--- src/rtl/acq_pkg.sv ---
// acq_pkg: shared state, trigger-type and sample-width definitions for the acquisition trigger sequencer.
package acq_pkg;
    localparam int SAMPLE_W = 12;
    typedef enum logic [2:0] {
        IDLE    = 3'd0,
        WAIT_LO = 3'd1,
        WAIT_HI = 3'd2,
        CAPTURE = 3'd3,
        HOLD    = 3'd4
    } state_t;
    localparam logic [1:0] TRIG_IMM  = 2'd0;
    localparam logic [1:0] TRIG_RISE = 2'd1;
    localparam logic [1:0] TRIG_FALL = 2'd2;
    localparam logic [1:0] TRIG_EXT  = 2'd3;
    function automatic state_t entry_state(input logic [1:0] t);
        return t == TRIG_IMM ? CAPTURE : t == TRIG_EXT ? WAIT_HI : WAIT_LO;
    endfunction
endpackage

--- src/rtl/acq_trigger_sequencer_if.sv ---
// acq_trigger_sequencer_if: event FIFO write-side handshake between sequencer and FIFO.
interface acq_trigger_sequencer_if;
    logic fifo_wr;
    logic fifo_full;
    modport master (output fifo_wr, input fifo_full);
    modport slave (input fifo_wr, output fifo_full);
endinterface

--- src/rtl/toggle_sync.sv ---
// toggle_sync: brings a toggle from another clock domain into clklvds and emits a one-cycle pulse per edge.
module toggle_sync #(
    parameter int SYNC_STAGES = 2
) (
    input  logic clklvds,
    input  logic rstn,
    input  logic tgl,
    output logic pulse
);
    logic [SYNC_STAGES-1:0] sync;
    logic                   prev;
    always_ff @(posedge clklvds or negedge rstn)
        if (!rstn) begin
            sync  <= '0;
            prev  <= 1'b0;
            pulse <= 1'b0;
        end else begin
            sync  <= {sync[SYNC_STAGES-2:0], tgl};
            prev  <= sync[SYNC_STAGES-1];
            pulse <= sync[SYNC_STAGES-1] ^ prev;
        end
endmodule

--- src/rtl/acq_trigger_sequencer.sv ---
// acq_trigger_sequencer: arms, qualifies a trigger, bursts one event into the FIFO and holds it for readout.
module acq_trigger_sequencer
    import acq_pkg::*;
#(
    parameter int SYNC_STAGES = 2,
    parameter int LEN_W       = 16,
    parameter int TMO_W       = 24
) (
    input  logic                       clklvds,
    input  logic                       rstn,
    input  logic                       arm_tgl,
    input  logic                       rdone_tgl,
    input  logic [1:0]                 cfg_trigtype,
    input  logic signed [SAMPLE_W-1:0] cfg_lower,
    input  logic signed [SAMPLE_W-1:0] cfg_upper,
    input  logic [LEN_W-1:0]           cfg_length,
    input  logic [TMO_W-1:0]           cfg_timeout,
    input  logic signed [SAMPLE_W-1:0] sample_in,
    input  logic                       ext_trig,
    acq_trigger_sequencer_if.master    fifo,
    output logic [LEN_W-1:0]           wr_count,
    output logic [LEN_W-1:0]           event_count,
    output logic [2:0]                 state_o,
    output logic                       timed_out,
    output logic                       overflow
);
    state_t                     state;
    logic                       arm, rdone;
    logic [1:0]                 typ;
    logic signed [SAMPLE_W-1:0] lower, upper;
    logic [LEN_W-1:0]           length;
    logic [TMO_W-1:0]           timeout, tmo;
    logic                       lo_hit, hi_hit, tmo_hit, room;

    toggle_sync #(.SYNC_STAGES(SYNC_STAGES)) u_arm_sync (
        .clklvds(clklvds), .rstn(rstn), .tgl(arm_tgl), .pulse(arm)
    );
    toggle_sync #(.SYNC_STAGES(SYNC_STAGES)) u_rdone_sync (
        .clklvds(clklvds), .rstn(rstn), .tgl(rdone_tgl), .pulse(rdone)
    );

    assign state_o = state;
    assign lo_hit  = typ == TRIG_RISE ? sample_in < lower : sample_in > upper;
    assign hi_hit  = typ == TRIG_EXT ? ext_trig : typ == TRIG_RISE ? sample_in > upper : sample_in < lower;
    assign tmo_hit = timeout != '0 && tmo == timeout - TMO_W'(1);
    assign room    = !fifo.fifo_full && wr_count < length;

    always_ff @(posedge clklvds or negedge rstn)
        if (!rstn) begin
            state       <= IDLE;
            typ         <= TRIG_IMM;
            lower       <= '0;
            upper       <= '0;
            length      <= '0;
            timeout     <= '0;
            tmo         <= '0;
            fifo.fifo_wr <= 1'b0;
            wr_count    <= '0;
            event_count <= '0;
            timed_out   <= 1'b0;
            overflow    <= 1'b0;
        end else if (arm && state inside {IDLE, WAIT_LO, WAIT_HI}) begin
            typ     <= cfg_trigtype;
            lower   <= cfg_lower;
            upper   <= cfg_upper;
            length  <= cfg_length;
            timeout <= cfg_timeout;
            tmo     <= '0;
            state   <= entry_state(cfg_trigtype);
            if (state == IDLE) begin
                wr_count  <= '0;
                timed_out <= 1'b0;
                overflow  <= 1'b0;
            end
        end else begin
            case (state)
                WAIT_LO, WAIT_HI: begin
                    tmo <= tmo + TMO_W'(1);
                    // a real trigger takes precedence over a coincident timeout
                    if (state == WAIT_LO ? lo_hit : hi_hit)
                        state <= state == WAIT_LO ? WAIT_HI : CAPTURE;
                    else if (tmo_hit) begin
                        state     <= CAPTURE;
                        timed_out <= 1'b1;
                    end
                end
                CAPTURE:
                    if (room) begin
                        fifo.fifo_wr <= 1'b1;
                        wr_count     <= wr_count + LEN_W'(1);
                    end else begin
                        fifo.fifo_wr <= 1'b0;
                        event_count  <= event_count + LEN_W'(1);
                        overflow     <= wr_count < length;
                        state        <= HOLD;
                    end
                HOLD:
                    if (rdone) state <= IDLE;
                default: state <= IDLE;
            endcase
        end
endmodule

--- src/flat_wrapper.sv ---
// flat-port wrapper written by rule: the top's interface ports become plain ports
module acq_trigger_sequencer_flat import acq_pkg::*;
#(
    parameter int SYNC_STAGES = 2,
    parameter int LEN_W       = 16,
    parameter int TMO_W       = 24
)
  (clklvds, rstn, arm_tgl, rdone_tgl, cfg_trigtype, cfg_lower, cfg_upper, cfg_length, cfg_timeout, sample_in, ext_trig, wr_count, event_count, state_o, timed_out, overflow, fifo_fifo_wr, fifo_fifo_full);
  acq_trigger_sequencer_if fifo_i ();
  input  logic clklvds;
  input  logic rstn;
  input  logic arm_tgl;
  input  logic rdone_tgl;
  input  logic [1:0] cfg_trigtype;
  input  logic signed [SAMPLE_W-1:0] cfg_lower;
  input  logic signed [SAMPLE_W-1:0] cfg_upper;
  input  logic [LEN_W-1:0] cfg_length;
  input  logic [TMO_W-1:0] cfg_timeout;
  input  logic signed [SAMPLE_W-1:0] sample_in;
  input  logic ext_trig;
  output logic [LEN_W-1:0] wr_count;
  output logic [LEN_W-1:0] event_count;
  output logic [2:0] state_o;
  output logic timed_out;
  output logic overflow;
  output wire logic [$bits(fifo_i.fifo_wr)-1:0] fifo_fifo_wr;
  input wire logic [$bits(fifo_i.fifo_full)-1:0] fifo_fifo_full;
  assign fifo_fifo_wr = fifo_i.fifo_wr;
  assign fifo_i.fifo_full = fifo_fifo_full;
  acq_trigger_sequencer #(.SYNC_STAGES(SYNC_STAGES), .LEN_W(LEN_W), .TMO_W(TMO_W)) u_core (.clklvds(clklvds), .rstn(rstn), .arm_tgl(arm_tgl), .rdone_tgl(rdone_tgl), .cfg_trigtype(cfg_trigtype), .cfg_lower(cfg_lower), .cfg_upper(cfg_upper), .cfg_length(cfg_length), .cfg_timeout(cfg_timeout), .sample_in(sample_in), .ext_trig(ext_trig), .fifo(fifo_i), .wr_count(wr_count), .event_count(event_count), .state_o(state_o), .timed_out(timed_out), .overflow(overflow));
endmodule
--- config.mk ---
export PLATFORM = sky130hd
export DESIGN_NAME = acq_trigger_sequencer_flat
export DESIGN_NICKNAME = d
export VERILOG_FILES = /design/src/rtl/acq_pkg.sv /design/src/rtl/acq_trigger_sequencer_if.sv /design/src/rtl/toggle_sync.sv /design/src/rtl/acq_trigger_sequencer.sv /design/src/flat_wrapper.sv
export SDC_FILE = /design/constraint.sdc
export NUM_CORES = 1
export LEC_CHECK = 0
export CAP_MARGIN = 20
export CORE_UTILIZATION = 50
export DETAILED_ROUTE_END_ITERATION = 12
export DONT_BUFFER_PORTS = 1
export GPL_TIMING_DRIVEN = 0
export HOLD_SLACK_MARGIN = 0.05
export PLACE_DENSITY = 0.75
export SYNTH_ARGS = -nofsm -noshare
export SYNTH_HDL_FRONTEND = slang
export SYNTH_SLANG_ARGS = --single-unit
--- constraint.sdc ---
create_clock -name clklvds -period 2.84 [get_ports clklvds]
set_input_delay 0.284 -clock clklvds [delete_from_list [all_inputs] [get_ports clklvds]]
set_output_delay 0.284 -clock clklvds [all_outputs]
set_load 0.03 [all_outputs]
==> summary.md <==
| Metric | Value |
|---|---|
| Layout Utilization | 65.0% |
| Number of max-cap violations | 0 |
| Final Cycle Share | 106% |
| Internal cell power | 5.34 mW |
| Wirelength, routed | 19200 µm |
| DP HPWL | roughly 13000 µm |
| Cell area after synthesis | 7670 µm² |
| Area of the multi-input gates | 4140 µm² |
| Top cells by area in the synthesized netlist | dfrtp_1 44%, nand2_1 7.9%, ha_1 7.0%, xor2_1 5.7%, o21ai_0 3.7% |
| Post-synthesis sequential area ratio | 44.4% |
| Tot GR Track Use | 25.4% |
| Hold/Removal Path Class | input port to async pin |
| CTS tree | built |
| CTS sink count | 136 |
| Sequential Power Share | between 30% and 40% |
| Post-Syn Instances | 840 |
| Clock network latency to the later pin of the worst-skew pair | 420 ps |
| Pre-antenna DRT Iters | 5 |
| Antenna violations before repair | 1 |
| Fin worst setup slack | -165 ps |
| Mapped Avg Cell Area | a little over 9 µm² |
| Fin. Hold Viols | approximately 140 |
| Die area | 15800 µm² |
| Relative slew slack | between 50% and 60% |
| Clock Skew | 7.24 ps |
| Synth Warn # | 0 |
| Critical path launch point type | flip-flop |
| Syn-to-layout area delta | 25.0% |
| Capture point of the worst reg-to-reg path | u_core.state_o[1]$_DFFE_PN0P_ |
| Unrepaired setup endpoints after global routing | yes |
| Avg WL per Cell | 16.9 µm |
| Sw Pwr | 3.77 mW |
| CP required | 3140 ps |
| CP Class | flip-flop to flip-flop |
| Grt ovf | 0 |
| Top-count cell post-synth | nand2_1 |
| Clk pwr share | 24.8% |
| Placed instance area | 7910 µm² |
| Syn Nets | 967 |
| Final GP Congestion | 0.819 |
| Reg2Reg Setup Slack | -160 ps |
| Post-route DRC | 0 |
| R2R Path Start | u_core.timeout[0]$_DFFE_PN0P_ |
| Post-synth top area share | 44.4% |
| CTS H-tree lvls | 4 |
| Post-synth EDFFs | 0 |
| Top cell types by occurrence after synthesis | 161 x nand2_1, 136 x dfrtp_1, 62 x nor2_1, 57 x o21ai_0, 52 x inv_1 |
| Register clock-pin slew on the reported worst setup and hold paths | 60 ps |
| Fraction of layout cells with a size suffix above 1 | 12.4% |
| Sw Share | 41.4% |
| Die extent in x | 126 µm |
| Leak | 4.35 nW |
| Min Tclk post-route | 3000 ps |
| Hold slack | -435 ps |
| Worst Path Max Fanout | 3 |
| Root Driver | clkbuf_16 |
| Initial core utilization | 52.0% |
| Setup crit start | u_core.timeout[0]$_DFFE_PN0P_ |
| Synth Flop Type | dfrtp_1 |
| First-pass GRT wire length | 31600 µm |
| Slew Limit Fails | 0 |
| Pwr Total | 9.11 mW |
| Antenna cell count | 0 |
| CTS Buffer Depth | 2 |
| Worst slew pin tran | 641 ps |
| Largest net degree at the start of global routing | 137 |
| Status | finished, violations left |
| TritonCTS Buffers | 17 |
| Layout fillers | 1222 |
| Vias in the first global route | 6459 |
| Post-synthesis cell type count | 66 |
| 1st-iter DRT viols | 429 |
| Post-route cell area | between 9000 and 10000 µm² |
| Post-layout nets | 1070 |
| Post-DRT Antenna Nets | 0 |
| Post-synth ARST share | between 90% and 100% |
| Fmax | 333 MHz |
| Register area | ~3400 µm² |
| Comb pwr share | 39.9% |
| Worst setup endpoint | u_core.state_o[1]$_DFFE_PN0P_ |
| CP arrival | 3310 ps |
| Post-CTS Hold Fix Bufs | a little under 70 |
| Port Buf Inserts | 0 |
| Reg2reg path depth | 10 |
| Worst slack, placed | -490 ps |
| Final Setup Violations | 1 |
| Core area | approximately 15000 µm² |
| Max VDD drop | 0.635 mV |
| Vias/cell | around 5.6 |
| Failing checks | negative hold slack, negative setup slack |
| Crit end category | flip-flop |
| Power per cell area | 950 nW/µm² |
| Die height | 126 µm |
| Ports | 122 |
| Largest area contributor in the netlist | dfrtp_1 |
| Vias | 6337 |
| Row cnt | between 40 and 50 |
| Number of synthesized register bits | 136 |
## layer usage
layer | up-vias | global-route usage, % | part of all wire [%]
met5 | - | 0 | 0.068
met4 | 2 | 7.58 | 1.5
met3 | 26 | 7.05 | 5.5
met2 | 155 | 44.2 | 51
met1 | 3074 | 30.6 | 42
li1 | 3080 | - | -
## layout by cell type, fill, tap and decap left out, drive strengths merged, types with 28 or more instances in the layout
cell type,n
xor2,50
buf,28
dfrtp,136
nor2,63
xnor2,31
nand2,161
clkbuf,42
inv,58
o21ai,58
dlygate4sd3,68
ha,43
## worst min-delay path by stage
stage / from / endpoint / slack [ps] / depth (start not counted)
after CTS: rstn / u_core.timeout[20]$_DFFE_PN0P_ / -460 / 0
after global placement: rstn / u_core.timeout[19]$_DFFE_PN0P_ / -5 / 0
final: rstn / u_core.timeout[19]$_DFFE_PN0P_ / -440 / 0
after detailed placement: rstn / u_core.timeout[19]$_DFFE_PN0P_ / -4 / 0
after floorplan: rstn / u_core.event_count[0]$_DFFE_PN0P_ / -10 / 0
after global routing: rstn / u_core.length[5]$_DFFE_PN0P_ / -460 / 0
## registers in the layout, indices dropped and copies added, names as in the netlist
signal	flops
u_core.timeout	24
u_core.tmo	24
u_core.event_count	16
u_core.length	16
u_core.wr_count	16
u_core.lower	12
u_core.upper	12
u_core.state_o	3
u_core.typ	2
u_core.u_arm_sync.sync	2
u_core.u_rdone_sync.sync	2
u_core.fifo.fifo_wr	1
u_core.overflow	1
u_core.timed_out	1
u_core.u_arm_sync.prev	1
u_core.u_arm_sync.pulse	1
u_core.u_rdone_sync.prev	1
u_core.u_rdone_sync.pulse	1
## kinds of logic after synthesis
logic type	share of synthesized area, %
adders and majority gates	7.01
AOI/OAI and AO/OA	10.4
and+or+nand+nor	23.8
DFF	44.4
buffers and inverters	4.60
xor gates and xnor gates	9.25
muxes	0.554
## power groups by stage
stage	registers, mW	clock network [mW]	logic, mW
detailed placement	3.21	0	3.18
CTS	3.18	2.29	3.43
floorplan	3.07	0	2.50
global placement	3.19	0	3.06
finish	3.21	2.26	3.64
global route	3.29	2.36	4.13
## critical path, cell delays in order (launching register included)
cell and delay [ps]:
dfrtp_1 380, buf_4 150, buf_4 140, nor3_1 210, xnor2_1 150, o2111ai_1 270, a2111oi_4 370, nand4_1 170
nor4_4 370, mux2_4 330, or3_1 340
## per-stage QoR
step | std cells | setup TNS [ps]
detailed placement | 1024 | -5480
global placement | 1024 | -4970
finish | 1140 | -165
global route | 1140 | -678
CTS | 1133 | -209
floorplan | 840 | 0
## final cells by class
class,count,area share [%]
timing repair buffer,85,8.65
multi-input combinational,616,43.1
sequential,136,35.6
clock inverter,14,1.72
clock buffer,18,4.58
inverter,52,2.04
tap,184,2.40
buffer,35,1.84
## repair_timing
action | 4_1_cts | 5_1_grt
setup endpoints to repair | 31 | 27
buffers inserted | 9 | 7
cloned | 0 | 1
gates resized for setup | 27 | 27
endpoints found under the hold margin | 204 | 136
pin swaps | 4 | 15
No activity file was read; power rests on OpenSTA's default activity.
